### config.mk
export PLATFORM = sky130hd
export DESIGN_NAME = rvfi_mem_arbiter
export DESIGN_NICKNAME = d
export VERILOG_FILES = /design/src/rtl/rvfi_mem_arb_pkg.sv /design/src/rtl/mem_arb_timer.sv /design/src/rtl/rvfi_mem_arbiter.sv
export SDC_FILE = /design/constraint.sdc
export NUM_CORES = 1
export LEC_CHECK = 0
export ABC_AREA = 1
export BUFFER_PORTS_ARGS = -buffer_cell sky130_fd_sc_hd__buf_2
export CORE_MARGIN = 5
export CORE_UTILIZATION = 40
export DETAILED_ROUTE_END_ITERATION = 10
export PLACE_DENSITY_LB_ADDON = 0.1
export SYNTH_ARGS = -nofsm -noshare
export SYNTH_HDL_FRONTEND = slang
export SYNTH_HIERARCHICAL = 1
export SYNTH_SLANG_ARGS = --single-unit
### constraint.sdc
create_clock -name clock -period 1.7 [get_ports clock]
set_input_delay 0.255 -clock clock [delete_from_list [all_inputs] [get_ports clock]]
set_output_delay 0.255 -clock clock [all_outputs]
set_load 0.01 [all_outputs]
### src/rtl/rvfi_mem_arb_pkg.sv
// Shared types for the instruction/data memory port arbiter.
package rvfi_mem_arb_pkg;

  typedef enum logic [1:0] {
    IDLE,
    BUSY,
    RESP
  } arb_state_e;

  typedef enum logic {
    GNT_I,
    GNT_D
  } arb_grant_e;

  typedef struct packed {
    logic [31:0] addr;
    logic [31:0] wdata;
    logic [3:0]  wstrb;
  } mem_req_t;

endpackage

### src/rtl/mem_arb_timer.sv
// BUSY-cycle counter; flags the last allowed cycle of an outstanding memory request.
module mem_arb_timer #(
  parameter int TIMEOUT = 64
) (
  input  logic clock,
  input  logic reset,
  input  logic clear,
  input  logic enable,
  output logic expired
);

  generate
    if (TIMEOUT == 0) begin : g_off
      assign expired = 1'b0;
    end else begin : g_on
      localparam int TW = (TIMEOUT > 1) ? $clog2(TIMEOUT) : 1;
      logic [TW-1:0] timer;

      always_ff @(posedge clock) begin
        if (reset || clear) begin
          timer <= '0;
        end else if (enable) begin
          timer <= timer + TW'(1);
        end
      end

      // Expiry is the (TIMEOUT)th BUSY cycle, i.e. timer == TIMEOUT-1.
      assign expired = enable && (timer == TW'(TIMEOUT - 1));
    end
  endgenerate

endmodule

### src/rtl/rvfi_mem_arbiter.sv
// Shares one picorv32-style memory port between fetch and data ports:
// data has priority, fetches win after MAX_WAIT consecutive losses.
module rvfi_mem_arbiter
  import rvfi_mem_arb_pkg::*;
#(
  parameter int MAX_WAIT = 4,
  parameter int TIMEOUT  = 64
) (
  input  logic        clock,
  input  logic        reset,
  input  logic        io_imem_valid,
  input  logic [31:0] io_imem_addr,
  output logic        io_imem_ready,
  output logic [31:0] io_imem_rdata,
  input  logic        io_dmem_valid,
  input  logic [31:0] io_dmem_addr,
  input  logic [31:0] io_dmem_wdata,
  input  logic [3:0]  io_dmem_wstrb,
  output logic        io_dmem_ready,
  output logic [31:0] io_dmem_rdata,
  output logic        io_err,
  output logic        mem_valid,
  output logic [31:0] mem_addr,
  output logic [31:0] mem_wdata,
  output logic [3:0]  mem_wstrb,
  input  logic        mem_ready,
  input  logic [31:0] mem_rdata
);

  localparam int WW = $clog2(MAX_WAIT + 1);

  arb_state_e    state;
  arb_grant_e    grant;
  arb_grant_e    grant_next;
  mem_req_t      req_next;
  logic [WW-1:0] wait_cnt;
  logic          expired;

  mem_arb_timer #(.TIMEOUT(TIMEOUT)) u_timer (
    .clock   (clock),
    .reset   (reset),
    .clear   (state == IDLE),
    .enable  (state == BUSY),
    .expired (expired)
  );

  always_comb begin
    grant_next = GNT_D;
    if (io_imem_valid && (!io_dmem_valid || wait_cnt == WW'(MAX_WAIT))) begin
      grant_next = GNT_I;
    end
    req_next = '0;
    if (grant_next == GNT_I) begin
      req_next.addr = io_imem_addr;
    end else begin
      req_next.addr  = io_dmem_addr;
      req_next.wdata = io_dmem_wdata;
      req_next.wstrb = io_dmem_wstrb;
    end
  end

  always_ff @(posedge clock) begin
    if (reset) begin
      state         <= IDLE;
      grant         <= GNT_I;
      wait_cnt      <= '0;
      mem_valid     <= 1'b0;
      mem_addr      <= '0;
      mem_wdata     <= '0;
      mem_wstrb     <= '0;
      io_imem_ready <= 1'b0;
      io_imem_rdata <= '0;
      io_dmem_ready <= 1'b0;
      io_dmem_rdata <= '0;
      io_err        <= 1'b0;
    end else begin
      // Response outputs are single-cycle pulses unless set below.
      io_imem_ready <= 1'b0;
      io_imem_rdata <= '0;
      io_dmem_ready <= 1'b0;
      io_dmem_rdata <= '0;
      io_err        <= 1'b0;
      case (state)
        IDLE: begin
          if (io_imem_valid || io_dmem_valid) begin
            state     <= BUSY;
            grant     <= grant_next;
            mem_valid <= 1'b1;
            mem_addr  <= req_next.addr;
            mem_wdata <= req_next.wdata;
            mem_wstrb <= req_next.wstrb;
            if (grant_next == GNT_I) begin
              wait_cnt <= '0;
            end else if (io_imem_valid && wait_cnt != WW'(MAX_WAIT)) begin
              wait_cnt <= wait_cnt + WW'(1);
            end
          end
        end
        BUSY: begin
          // A completion coinciding with expiry is treated as a success.
          if (mem_ready || expired) begin
            state     <= RESP;
            mem_valid <= 1'b0;
            io_err    <= !mem_ready;
            if (grant == GNT_I) begin
              io_imem_ready <= 1'b1;
              io_imem_rdata <= mem_ready ? mem_rdata : 32'h0;
            end else begin
              io_dmem_ready <= 1'b1;
              io_dmem_rdata <= mem_ready ? mem_rdata : 32'h0;
            end
          end
        end
        RESP: begin
          state <= IDLE;
        end
        default: begin
          state <= IDLE;
        end
      endcase
    end
  end

endmodule

**Yosys cells after proc, flatten, opt, wreduce, memory -nomap -nowiden**

Index checks and enable logic that the tools add are counted.

- Word-level logic and storage cells: 57
- Output and inout bits: 136
- Input bits: 137
- Bits in registers: 148

- Bitwise operators: 3
- Reductions and logical operators: 19
- Multiplexer cells: 14
- Add/sub/neg operators: 2
- Eq/ne operators: 6

Operators with widths:

| cell | count |
|---|---|
| $mux W32 | 2 |
| $mux W36 | 1 |
| $reduce_or A4 Y1 | 2 |
| $add A6 B1 Y6 const B | 1 |
| $eq A6 B6 Y1 const B | 1 |
| $mux W3 | 2 |
| $reduce_and A3 Y1 | 2 |
| $mux W1 | 5 |
| $logic_or A1 B1 Y1 | 4 |
| $mux W2 | 2 |
| $ne A2 B2 Y1 const B | 2 |
| $pmux W2 S2 | 1 |
| $reduce_and A2 Y1 | 2 |
| $reduce_bool A2 Y1 | 2 |
| $add A3 B1 Y3 const B | 1 |
| $eq A3 B3 Y1 const B | 1 |
| $logic_and A1 B1 Y1 | 3 |
| $ne A3 B3 Y1 const B | 1 |
| $not A1 Y1 | 3 |
| $reduce_or A3 Y1 | 1 |
| $eq A2 B1 Y1 const B | 1 |
| $logic_not A1 Y1 | 2 |
| $logic_not A2 Y1 | 1 |
| $pmux W1 S2 | 1 |

**Depth between registers and ports, before layout**

Gate-level depths: netlist (run 1).

- Depth after elaboration: 5
- Gate-level depth with buffers: 10
- Mapped depth without buffers: 9

**Hierarchy**

The synthesis (run 1) kept the hierarchy.

Modules (own cells, without submodules):

| module | cells an instance | instances | area an instance (µm²) | sequential area each (µm²) |
|---|---|---|---|---|
| rvfi_mem_arbiter | 664 | 1 | 5277.6 | 2842.7 |
| mem_arb_timer | 39 | 1 | 285.3 | 120.1 |

**Least setup slack after synthesis (run 1)**

OpenSTA, ideal clock, no wires.

- Path type: register -> register
- Start point: register state[0]
- End point: register io_dmem_rdata[10]
- Setup time: 0.064 ns
- Data required time: 1.636 ns
- Clock period less this slack: 1.439 ns
- Stages on the path, launching flop included: 10
- Buffers on the path: 1
- Arrival time: 1.374 ns
- Path slack: 0.261 ns
- Cells stage by stage: dfxtp_1 -> inv_2 -> nor2_4 -> nand4_1 -> nor2_1 -> o21ai_2 -> nor2_4 -> nand2_2 -> buf_2 -> nor2_1

- Word-level cells in the longest chain between the ends: 5
- Elaborated cells between the ends (all ways): 6
- Classes of those cells: eq/ne (1); bitwise (2); reduce/logical (3)

RTL lines:

| what | line | source |
|---|---|---|
| start, declared | rvfi_mem_arbiter.sv:32 | `arb_state_e state;` |
| start signal, assigned | rvfi_mem_arbiter.sv:64 | `state <= IDLE;` |
| start signal, assigned | rvfi_mem_arbiter.sv:86 | `state <= BUSY;` |
| start signal, assigned | rvfi_mem_arbiter.sv:102 | `state <= RESP;` |
| $eq A2 B1 Y1 | rvfi_mem_arbiter.sv:43 | `.enable (state == BUSY),` |
| $logic_and A1 B1 Y1 | mem_arb_timer.sv:28 | `assign expired = enable && (timer == TW'(TIMEOUT - 1));` |
| net expired | rvfi_mem_arbiter.sv:37 | `logic expired;` |
| $logic_or A1 B1 Y1 | rvfi_mem_arbiter.sv:101 | `if (mem_ready \|\| expired) begin` |
| $not A1 Y1 (no source line) | n/a |  |
| $reduce_or A4 Y1 (no source line) | n/a |  |
| end signal, assigned | rvfi_mem_arbiter.sv:110 | `io_dmem_rdata <= mem_ready ? mem_rdata : 32'h0;` |
| end, declared | rvfi_mem_arbiter.sv:20 | `output logic [31:0] io_dmem_rdata,` |

The timed path passes the listed nets, and every way through them passes these cells.
A chain may end at the register's enable or synchronous reset.

**Final worst setup path (run 1)**

- Start point: register u_timer.g_on.timer[0]
- End point: register io_dmem_rdata[26]

- Word-level cells in the longest chain between the ends: 5

RTL lines:

| what | line | source |
|---|---|---|
| start, declared | mem_arb_timer.sv:17 | `logic [TW-1:0] timer;` |
| start signal, assigned | mem_arb_timer.sv:23 | `timer <= timer + TW'(1);` |
| $eq A6 B6 Y1 | mem_arb_timer.sv:28 |  |
| $logic_and A1 B1 Y1 | mem_arb_timer.sv:28 |  |
| net expired | rvfi_mem_arbiter.sv:37 |  |
| $logic_or A1 B1 Y1 | rvfi_mem_arbiter.sv:101 |  |
| $not A1 Y1 (no source line) | n/a |  |
| $reduce_or A4 Y1 (no source line) | n/a |  |

The timed path passes the listed nets, and every way through them passes these cells.

==> impl_metrics.tcl, run 1 <==
set metrics [dict create \
    yosys_register_bits 148 \
    wl_per_cell_microns 13.0 \
    yosys_most_used_dff "sky130_fd_sc_hd__dfxtp_1" \
    detail_route.first_pass.iterations 4 \
    insertedDiodeCount 0 \
    endpoint_kind "flip-flop" \
    synthCells 703 \
    sequential_cell_area_sq_um 2960 \
    finalHoldViolations 0 \
    number_of_buffers_inserted_by_post_cts_setup_repair 0 \
    post_detailed_routing_wire_length_microns 15000 \
    synth.lib_cells_used.distinct 25 \
    cts_tree "done" \
    cp-start-kind "flip-flop" \
    ys_warn_count 6 \
    grt_pass1_vias 4974 \
    synth_most_common_cell "sky130_fd_sc_hd__nand2_1" \
    vias 5203 \
    post-synth-top-area-cell "sky130_fd_sc_hd__dfxtp_1" \
    synthToLayoutAreaGrowth_pct 37.3 \
    cp_cell_sequence "ha_1 > nand4_1 > nor2_2 > o21ai_2 > nor2_4 > nand2_2 > buf_12 > nor2_1" \
    setup-tns-final_ps 0 \
    critical_path_fanouts_max 33 \
    final_nets 1101 \
    worst-path-buf-inv 1 \
    cts.path.max_buffers 2 \
    worstSetupPathType "flip-flop to flip-flop" \
    chipWidth_microns 128 \
    tritoncts_num_sinks 148 \
    timing.critical_path.arrival_ps 1860 \
    antenna_violating_nets_left 0 \
    cts_buffers 17 \
    max-vdd-ir-drop_mv 0.579 \
    floorplan.initialDensity 0.404 \
    antenna_found_initial 1 \
    critical_path.top_delay_family "simple AND/OR/NAND/NOR gates" \
    remaining_drc_errors 0 \
    leading_cell_types_by_count_after_synthesis "152 x sky130_fd_sc_hd__nand2_1, 148 x sky130_fd_sc_hd__dfxtp_1, 139 x sky130_fd_sc_hd__nor2_1" \
    crit_slowest_cell "sky130_fd_sc_hd__dfxtp_1" \
    period_minus_slack_ps 1520 \
    finalWeightedCongestion 0.759 \
    placeableCoreArea_sq_um 13800 \
    place.detailed.hpwl_microns 10700 \
    max_cap_violations 0 \
    vias_per_cell 4.51 \
    track_usage 0.180 \
    rsz_0062_raised_after_global_routing "no" \
    timing.final.crit_share 0.892 \
    final.setup_skew_ps 10.9 \
    clk-insertion-delay-late_ps 410 \
    final-max-slew-violation-count 0 \
    portBuffers 272 \
    post_synth_instance_area_sq_um 5560 \
    placementRows 43 \
    grt_pass1_wl_microns 23800 \
    outcome "finished clean" \
    setup_slack_ps 183 \
    cts_htree_levels 4 \
    cts.reportedPaths.clkPinSlew_ps 70 \
    dieArea_sq_um 16400 \
    final-instance-count-excl-fill 1154 \
    holdCritPathClass "input port to flip-flop" \
    post_synth_edffs 0 \
    ys_top_cells_by_area "sky130_fd_sc_hd__dfxtp_1 53%, sky130_fd_sc_hd__nand2_1 10%, sky130_fd_sc_hd__nor2_1 9.4%, sky130_fd_sc_hd__nand3_1 7.8%, sky130_fd_sc_hd__nand3_2 3.2%" \
    total_area_of_multi_input_combinational_cells_sq_um 2140 \
    slew_headroom 0.686 \
    postSynth.asyncResetShare 0 \
    clk_root_buffer_cell "sky130_fd_sc_hd__clkbuf_16" \
    grt_max_degree 74 \
    residual_overflow_from_global_routing 0 \
    p_leak_nw 3.99 \
    n_fill_cell 1388 \
    yosysSeqAreaShare 0.533 \
    io_pins 273 \
    setup_viol 0 \
    max_slew.worst_pin.slew_ps 472 \
    place_inst 1122 \
    drt_iter0_drc 214 \
    worst-endpoint-required_ps 2050 \
    syn-num-nets 843 \
    fmax_ghz 0.659 \
    synth_top_area_frac 0.533 \
    reg2reg_setup_slack_ps 180 \
    place_worst_setup_slack_ps 169 \
    die_y_microns 128 \
    power_density_nw_per_um2 1120 \
    drive_gt1_frac 0.371 \
    cp_slowest_stage_delay_ps 380 \
    postSynthAreaPerCell_sq_um 7.91 \
]
## cell families after synthesis
| family | share of synthesized area |
|---|---|
| fa+ha+maj | 0.00675 |
| simple gates | 0.326 |
| compound gates | 0.0511 |
| buf+inv | 0.0832 |
| flops | 0.533 |
## path summary, 6_finish.rpt
check,startpoint,endpoint,depth (start not counted)
max,u_timer/g_on.timer[0]$_SDFFE_PP0P_,io_dmem_rdata[26]$_SDFF_PP0_,8
min,mem_rdata[23],io_imem_rdata[23]$_SDFF_PP0_,3
max reg2reg,u_timer/g_on.timer[0]$_SDFFE_PP0P_,io_dmem_rdata[26]$_SDFF_PP0_,8
min reg2reg,mem_wdata[17]$_SDFFE_PP0P_,mem_wdata[17]$_SDFFE_PP0P_,2
## per-stage QoR
step,instance area (sq um),hold WS [ps],total power (W),utilization
4_1_cts,7630,72.4,0.00869,0.554
5_1_grt,7640,77.4,0.00901,0.554
6_report,7640,89.1,0.00858,0.554
3_3_place_gp,7040,449,0.00499,0.511
3_5_place_dp,7040,453,0.00499,0.511
2_1_floorplan,5560,334,0.00454,-
## final cells by class
cell class              count  share of cell area
clock buffers              17              0.0557
clock inverters            15              0.0216
inverters                  47              0.0231
multi-input cells         461               0.280
flip-flops and latches    148               0.388
well taps                 180              0.0295
repair buffers            286               0.202
## worst register-to-register path, cell delays in order (launching register included)
cell                      delay, ps
sky130_fd_sc_hd__dfxtp_1        380
sky130_fd_sc_hd__ha_1           200
sky130_fd_sc_hd__nand4_1        170
sky130_fd_sc_hd__nor2_2         160
sky130_fd_sc_hd__o21ai_2        100
sky130_fd_sc_hd__nor2_4         110
sky130_fd_sc_hd__nand2_2         70
sky130_fd_sc_hd__buf_12         170
sky130_fd_sc_hd__nor2_1         100
## metal layers
| layer | wire length [microns] | GRT usage | up-vias |
|---|---|---|---|
| li1 | - | - | 2718 |
| met1 | 6370 | 0.221 | 2279 |
| met2 | 6970 | 0.293 | 180 |
| met3 | 1310 | 0.0600 | 24 |
| met4 | 309 | 0.0705 | 2 |
| met5 | 7 | 0 | - |
## registers in the layout, summed over array words and instances, names as in the netlist
name                flops
grant                   1
io_dmem_rdata          32
io_dmem_ready           1
io_err                  1
io_imem_rdata          32
io_imem_ready           1
mem_addr               32
mem_valid               1
mem_wdata              32
mem_wstrb               4
state                   2
u_timer/g_on.timer      6
wait_cnt                3
## power by group
part | total, W | leakage [nW] | internal, W | switching, W
clock | 0.00368 | 0.289 | 0.00209 | 0.00160
combinational | 0.00117 | 2.49 | 0.000478 | 0.000691
sequential | 0.00373 | 1.21 | 0.00365 | 0.0000825
## repair_timing
action / CTS / global route
endpoints found under the setup margin: 0 / 7
hold buffers: 0 / 0
gates resized for setup: 0 / 1
## cells in the final DEF (no fill, tap or decap), drive strengths merged
master    synthesis  layout
o21ai             3       3
clkbuf           13      17
inv              47      55
clkinvlp          0       1
nand3           105     105
ha                3       3
dfxtp           148     148
nand4             1       1
nor3              1       1
bufinv            0       1
clkinv            0       5
nand2           157     157
buf              34     286
a21oi            44      44
o21bai            1       1
nand3b            1       1
nor2            145     145
No activity file was read; power rests on OpenSTA's default activity.
==> run 2: changes to the inputs <==
- clock period: 1.7 -> 1.86 ns (I/O delays scaled with it)
==> run 2 against run 1 <==
Effect of this change: wire length rose by 2.6%; die area stayed put; first-iteration DRC count up 7.5%; largest power group unchanged; hold slack better by 32 ps; cell count is the same; sequential share of layout area increased by 0.13 points; register-to-register slack better by 40 ps; global-route usage up 0.27 points; utilization shrank 0.19 points; worst setup slack better by 40 ps; via count decreased by 0.29%; non-clock buffer count unchanged; critical endpoint is now io_imem_rdata[0]$_SDFF_PP0_.
==> impl_metrics.tcl, run 2 (same netlist as run 1, synthesis figures left out) <==
set metrics [dict create \
    residual_overflow_from_global_routing 0 \
    final.setup_skew_ps 9.81 \
    reg2reg_setup_slack_ps 220 \
    track_usage 0.183 \
    fmax_ghz 0.611 \
    post_detailed_routing_wire_length_microns 15400 \
    worstSetupPathType "flip-flop to flip-flop" \
    setup_viol 0 \
    outcome "finished clean" \
    r2r_cells 8 \
    path_depth 8 \
    floorplan.initialDensity 0.404 \
    p_leak_nw 3.97 \
    chipWidth_microns 128 \
    power_density_nw_per_um2 1030 \
    n_fill_cell 1386 \
    antenna_violating_nets_left 0 \
    drive_gt1_frac 0.368 \
    insertedDiodeCount 0 \
    cts_buffers 17 \
    placeableCoreArea_sq_um 13800 \
    crit_slowest_cell "sky130_fd_sc_hd__dfxtp_1" \
    holdCritPathClass "input port to flip-flop" \
    cts.path.max_buffers 2 \
    grt_pass1_vias 4886 \
    portBuffers 272 \
    post-route-util 0.553 \
    critical_path_fanouts_max 33 \
    worst-endpoint-required_ps 2150 \
    cts_tree "done" \
    cp_slowest_stage_delay_ps 340 \
    endpoint_kind "flip-flop" \
    vias_per_cell 4.50 \
    cts.reportedPaths.clkPinSlew_ps 60 \
    grt_max_degree 76 \
    clk_root_buffer_cell "sky130_fd_sc_hd__clkbuf_16" \
    max_slew.worst_pin.slew_ps 459 \
    detail_route.first_pass.iterations 4 \
    finalHoldViolations 0 \
    post_cts_resized 0 \
    cts_htree_levels 4 \
    max-vdd-ir-drop_mv 0.751 \
    worst-path-buf-inv 1 \
    final-max-slew-violation-count 0 \
    finalHoldWorstSlack_ps 121 \
    post_dp_cell_area_sq_um 7020 \
    critical_path.reg2reg.endpoint "io_imem_rdata[0]$_SDFF_PP0_" \
    path_common_cell "sky130_fd_sc_hd__nor2_1" \
    hold-path-cell-count 3 \
    max_cap_violations 0 \
    critical_path.startpoint "u_timer/g_on.timer[0]$_SDFFE_PP0P_" \
    place_inst 1122 \
    finalInstanceArea_sq_um 7610 \
    reg2reg_from "u_timer/g_on.timer[0]$_SDFFE_PP0P_" \
    rsz_0062_raised_after_global_routing "no" \
    layout.cells.most_common "sky130_fd_sc_hd__buf_2" \
    slew_headroom 0.694 \
    tritoncts_num_sinks 148 \
    number_of_buffers_inserted_by_post_cts_setup_repair 0 \
    drt_iter0_drc 230 \
    mostFrequentLayoutCells "272 x sky130_fd_sc_hd__buf_2, 152 x sky130_fd_sc_hd__nand2_1, 148 x sky130_fd_sc_hd__dfxtp_1" \
    antenna_found_initial 1 \
    period_minus_slack_ps 1640 \
    cts_hold_buffers 0 \
    final-instance-count-excl-fill 1154 \
    dieArea_sq_um 16400 \
    place.detailed.hpwl_microns 10900 \
    placementRows 43 \
    final_nets 1101 \
    vias 5188 \
    remaining_drc_errors 0 \
    cp-start-kind "flip-flop" \
    timing.critical_path.arrival_ps 1920 \
    clk-insertion-delay-late_ps 410 \
    cp_cell_sequence "ha_1 > nand4_1 > nor2_1 > o21ai_2 > nor2_4 > nand2_2 > buf_4 > nor2_1" \
    synthToLayoutAreaGrowth_pct 36.8 \
    worst_setup_path_endpoint "io_imem_rdata[0]$_SDFF_PP0_" \
    timing.final.crit_share 0.880 \
    io_pins 273 \
    die_y_microns 128 \
    critical_path.top_delay_family "simple AND/OR/NAND/NOR gates" \
    grt_pass1_wl_microns 24200 \
    finalWeightedCongestion 0.742 \
    setup-tns-final_ps 0 \
    wl_per_cell_microns 13.3 \
]
==> run 2: area by class of cell <==
type                    count  area [sq um]  area share
well taps                 180           225      0.0296
multi-input cells         461          2140       0.281
clock inverters            12           145      0.0191
repair buffers            286          1520       0.199
clock buffers              20           447      0.0587
flip-flops and latches    148          2960       0.389
inverters                  47           176      0.0232
==> run 2: stage by stage <==
stage	setup WS [ps]	power, W
final	223	0.00787
after global routing	32.9	0.00825
after CTS	202	0.00796
after detailed placement	198	0.00456
after global placement	269	0.00455
after floorplan	421	0.00415
==> run 2: routing by layer <==
metal | vias to the layer above | part of all wire | GRT usage
met4 | 2 | 0.014 | 0.0531
met3 | 16 | 0.089 | 0.0704
met5 | - | 0.00046 | 0
met1 | 2281 | 0.43 | 0.228
met2 | 173 | 0.47 | 0.294
li1 | 2716 | - | -
==> run 2: worst min path at each step <==
stage                          startpoint                           end  slack (ps)
6_report                    mem_rdata[24]  io_dmem_rdata[24]$_SDFF_PP0_         120
5_1_grt                     mem_rdata[22]  io_imem_rdata[22]$_SDFF_PP0_         100
4_1_cts                     mem_rdata[11]  io_imem_rdata[11]$_SDFF_PP0_         100
3_5_place_dp   mem_wdata[23]$_SDFFE_PP0P_    mem_wdata[23]$_SDFFE_PP0P_         450
3_3_place_gp   mem_wdata[23]$_SDFFE_PP0P_    mem_wdata[23]$_SDFFE_PP0P_         450
2_1_floorplan                       reset         state[1]$_SDFFE_PP0P_         360
==> run 2: report_power, final <==
part | switching (W) | internal, W
Sequential | 0.0000746 | 0.00333
Combinational | 0.000635 | 0.000433
Clock | 0.00135 | 0.00204
Total | 0.00206 | 0.00580
==> run 2: worst register-to-register path, cell delays in order, from the launching register on <==
cell	delay (ps)
sky130_fd_sc_hd__dfxtp_1	340
sky130_fd_sc_hd__ha_1	230
sky130_fd_sc_hd__nand4_1	130
sky130_fd_sc_hd__nor2_1	80
sky130_fd_sc_hd__o21ai_2	200
sky130_fd_sc_hd__nor2_4	60
sky130_fd_sc_hd__nand2_2	60
sky130_fd_sc_hd__buf_4	320
sky130_fd_sc_hd__nor2_1	100
==> run 3: changes to the inputs <==
- RECOVER_POWER: default -> 25
==> run 3 against run 2 <==
Effect of this change: register-to-register slack about the same; hold slack got worse by 0.93 ps; first-iteration DRC count increased by 10%; non-clock buffer count unchanged; clock power about the same; highest routed layer unchanged; combinational power about the same; clock skew decreased by 0.57 ps; critical endpoint unchanged; sequential power about the same.
==> impl_metrics.tcl, run 3 (same netlist as run 1, synthesis figures left out) <==
set metrics [dict create \
    crit_slowest_cell "sky130_fd_sc_hd__dfxtp_1" \
    power_density_nw_per_um2 1040 \
    placementRows 43 \
    clk-insertion-delay-late_ps 410 \
    fmax_ghz 0.610 \
    reg2reg_from "u_timer/g_on.timer[0]$_SDFFE_PP0P_" \
    critical_path_fanouts_max 33 \
    insertedDiodeCount 0 \
    place_worst_setup_slack_ps 198 \
    design_power_total_w 0.00786 \
    placeableCoreArea_sq_um 13800 \
    max-vdd-ir-drop_mv 0.753 \
    track_usage 0.183 \
    portBuffers 272 \
    final-instance-count-excl-fill 1154 \
    layout.cells.most_common "sky130_fd_sc_hd__buf_2" \
    max_slew.worst_pin.slew_ps 459 \
    setup_viol 0 \
    path_common_cell "sky130_fd_sc_hd__nor2_1" \
    number_of_buffers_inserted_by_post_cts_setup_repair 0 \
    finalHoldViolations 0 \
    grt_max_degree 76 \
    detail_route.first_pass.iterations 4 \
    setup_slack_ps 220 \
    cp_cell_sequence "ha_1 > nand4_1 > nor2_1 > o21ai_2 > nor2_4 > nand2_2 > buf_4 > nor2_1" \
    period_minus_slack_ps 1640 \
    post_cts_resized 0 \
    slew_headroom 0.694 \
    r2r_cells 8 \
    cp_slowest_stage_delay_ps 330 \
    antenna_violating_nets_left 0 \
    holdCritPathClass "input port to flip-flop" \
    max_cap_violations 0 \
    antenna_found_initial 1 \
    place.detailed.hpwl_microns 10900 \
    grt_pass1_wl_microns 24200 \
    floorplan.initialDensity 0.404 \
    cp-start-kind "flip-flop" \
    post_detailed_routing_wire_length_microns 15500 \
    drt_iter0_drc 253 \
    cts_hold_buffers 0 \
    place_inst 1122 \
    p_leak_nw 3.68 \
    rsz_0062_raised_after_global_routing "no" \
    setup-tns-final_ps 0 \
    timing.critical_path.arrival_ps 1930 \
    cts_tree "done" \
    endpoint_kind "flip-flop" \
    residual_overflow_from_global_routing 0 \
    reg2reg_setup_slack_ps 220 \
    cts.path.max_buffers 2 \
    critical_path.startpoint "u_timer/g_on.timer[0]$_SDFFE_PP0P_" \
    hold_path_end "io_dmem_rdata[24]$_SDFF_PP0_" \
    final_nets 1101 \
    die_y_microns 128 \
    worst-endpoint-required_ps 2150 \
    tritoncts_num_sinks 148 \
    mostFrequentLayoutCells "204 x sky130_fd_sc_hd__buf_2, 152 x sky130_fd_sc_hd__nand2_1, 148 x sky130_fd_sc_hd__dfxtp_1" \
    chipWidth_microns 128 \
    n_fill_cell 1428 \
    min-delay-start "mem_rdata[24]" \
    drive_gt1_frac 0.298 \
    remaining_drc_errors 0 \
    cts_htree_levels 4 \
    cts_buffers 17 \
    critical_path.reg2reg.endpoint "io_imem_rdata[0]$_SDFF_PP0_" \
    final.setup_skew_ps 9.24 \
    synthToLayoutAreaGrowth_pct 35.3 \
    worstSetupPathType "flip-flop to flip-flop" \
    cts.reportedPaths.clkPinSlew_ps 60 \
    final-max-slew-violation-count 0 \
    outcome "finished clean" \
    timing.final.crit_share 0.882 \
    wl_per_cell_microns 13.4 \
    io_pins 273 \
    dieArea_sq_um 16400 \
    finalWeightedCongestion 0.742 \
    grt_pass1_vias 4886 \
    clk_root_buffer_cell "sky130_fd_sc_hd__clkbuf_16" \
    vias 5180 \
    vias_per_cell 4.49 \
    hold-path-cell-count 3 \
]
[run 3: cell types whose count changed in the layout (fill, tap and decap cells not counted), sizes merged]
cell,before,now
buf,286,218
clkbuf,20,88
[run 3: how the worst max path moves through the flow]
stage | cells after the start | slack (ps) | endpoint
floorplan | 9 | 420 | io_dmem_rdata[10]$_SDFF_PP0_
global placement | 8 | 270 | io_imem_rdata[10]$_SDFF_PP0_
global route | 8 | 30 | io_imem_rdata[0]$_SDFF_PP0_
CTS | 8 | 200 | io_imem_rdata[31]$_SDFF_PP0_
detailed placement | 8 | 200 | io_imem_rdata[31]$_SDFF_PP0_
finish | 8 | 220 | io_imem_rdata[0]$_SDFF_PP0_
[run 3: critical path, delay by kind of cell, from the launching register on]
kind,cells,cell delay (ps)
buf+inv,1,330
flops,1,330
compound gates,1,200
fa+ha+maj,1,230
simple gates,5,430
[run 3: layout make-up]
cell class                      count  area [sq um]  share of cell area
Sequential cell                   148          2960               0.394
Multi-Input combinational cell    461          2140               0.284
Timing Repair Buffer              286          1430               0.190
Clock buffer                       20           447              0.0594
Tap cell                          180           225              0.0299
Inverter                           47           176              0.0234
Clock inverter                     12           145              0.0193
[run 3: metrics by stage]
step | utilization | hold slack [ps] | instance area, sq um
floorplan | - | 358 | 5560
global placement | 0.510 | 449 | 7020
detailed placement | 0.510 | 452 | 7020
CTS | 0.553 | 97.6 | 7610
global route | 0.546 | 103 | 7520
finish | 0.546 | 120 | 7520
[run 3: routing by layer]
metal  part of all wire  wire [microns]  GRT usage
met1               0.43            6670      0.228
met2               0.46            7190      0.294
met3              0.089            1380     0.0704
met4              0.015             226     0.0531
met5            0.00045               7          0
[run 3: where the power goes]
part,switching (W),internal [W]
logic,0.000635,0.000422
registers,0.0000755,0.00333
clock network,0.00135,0.00204
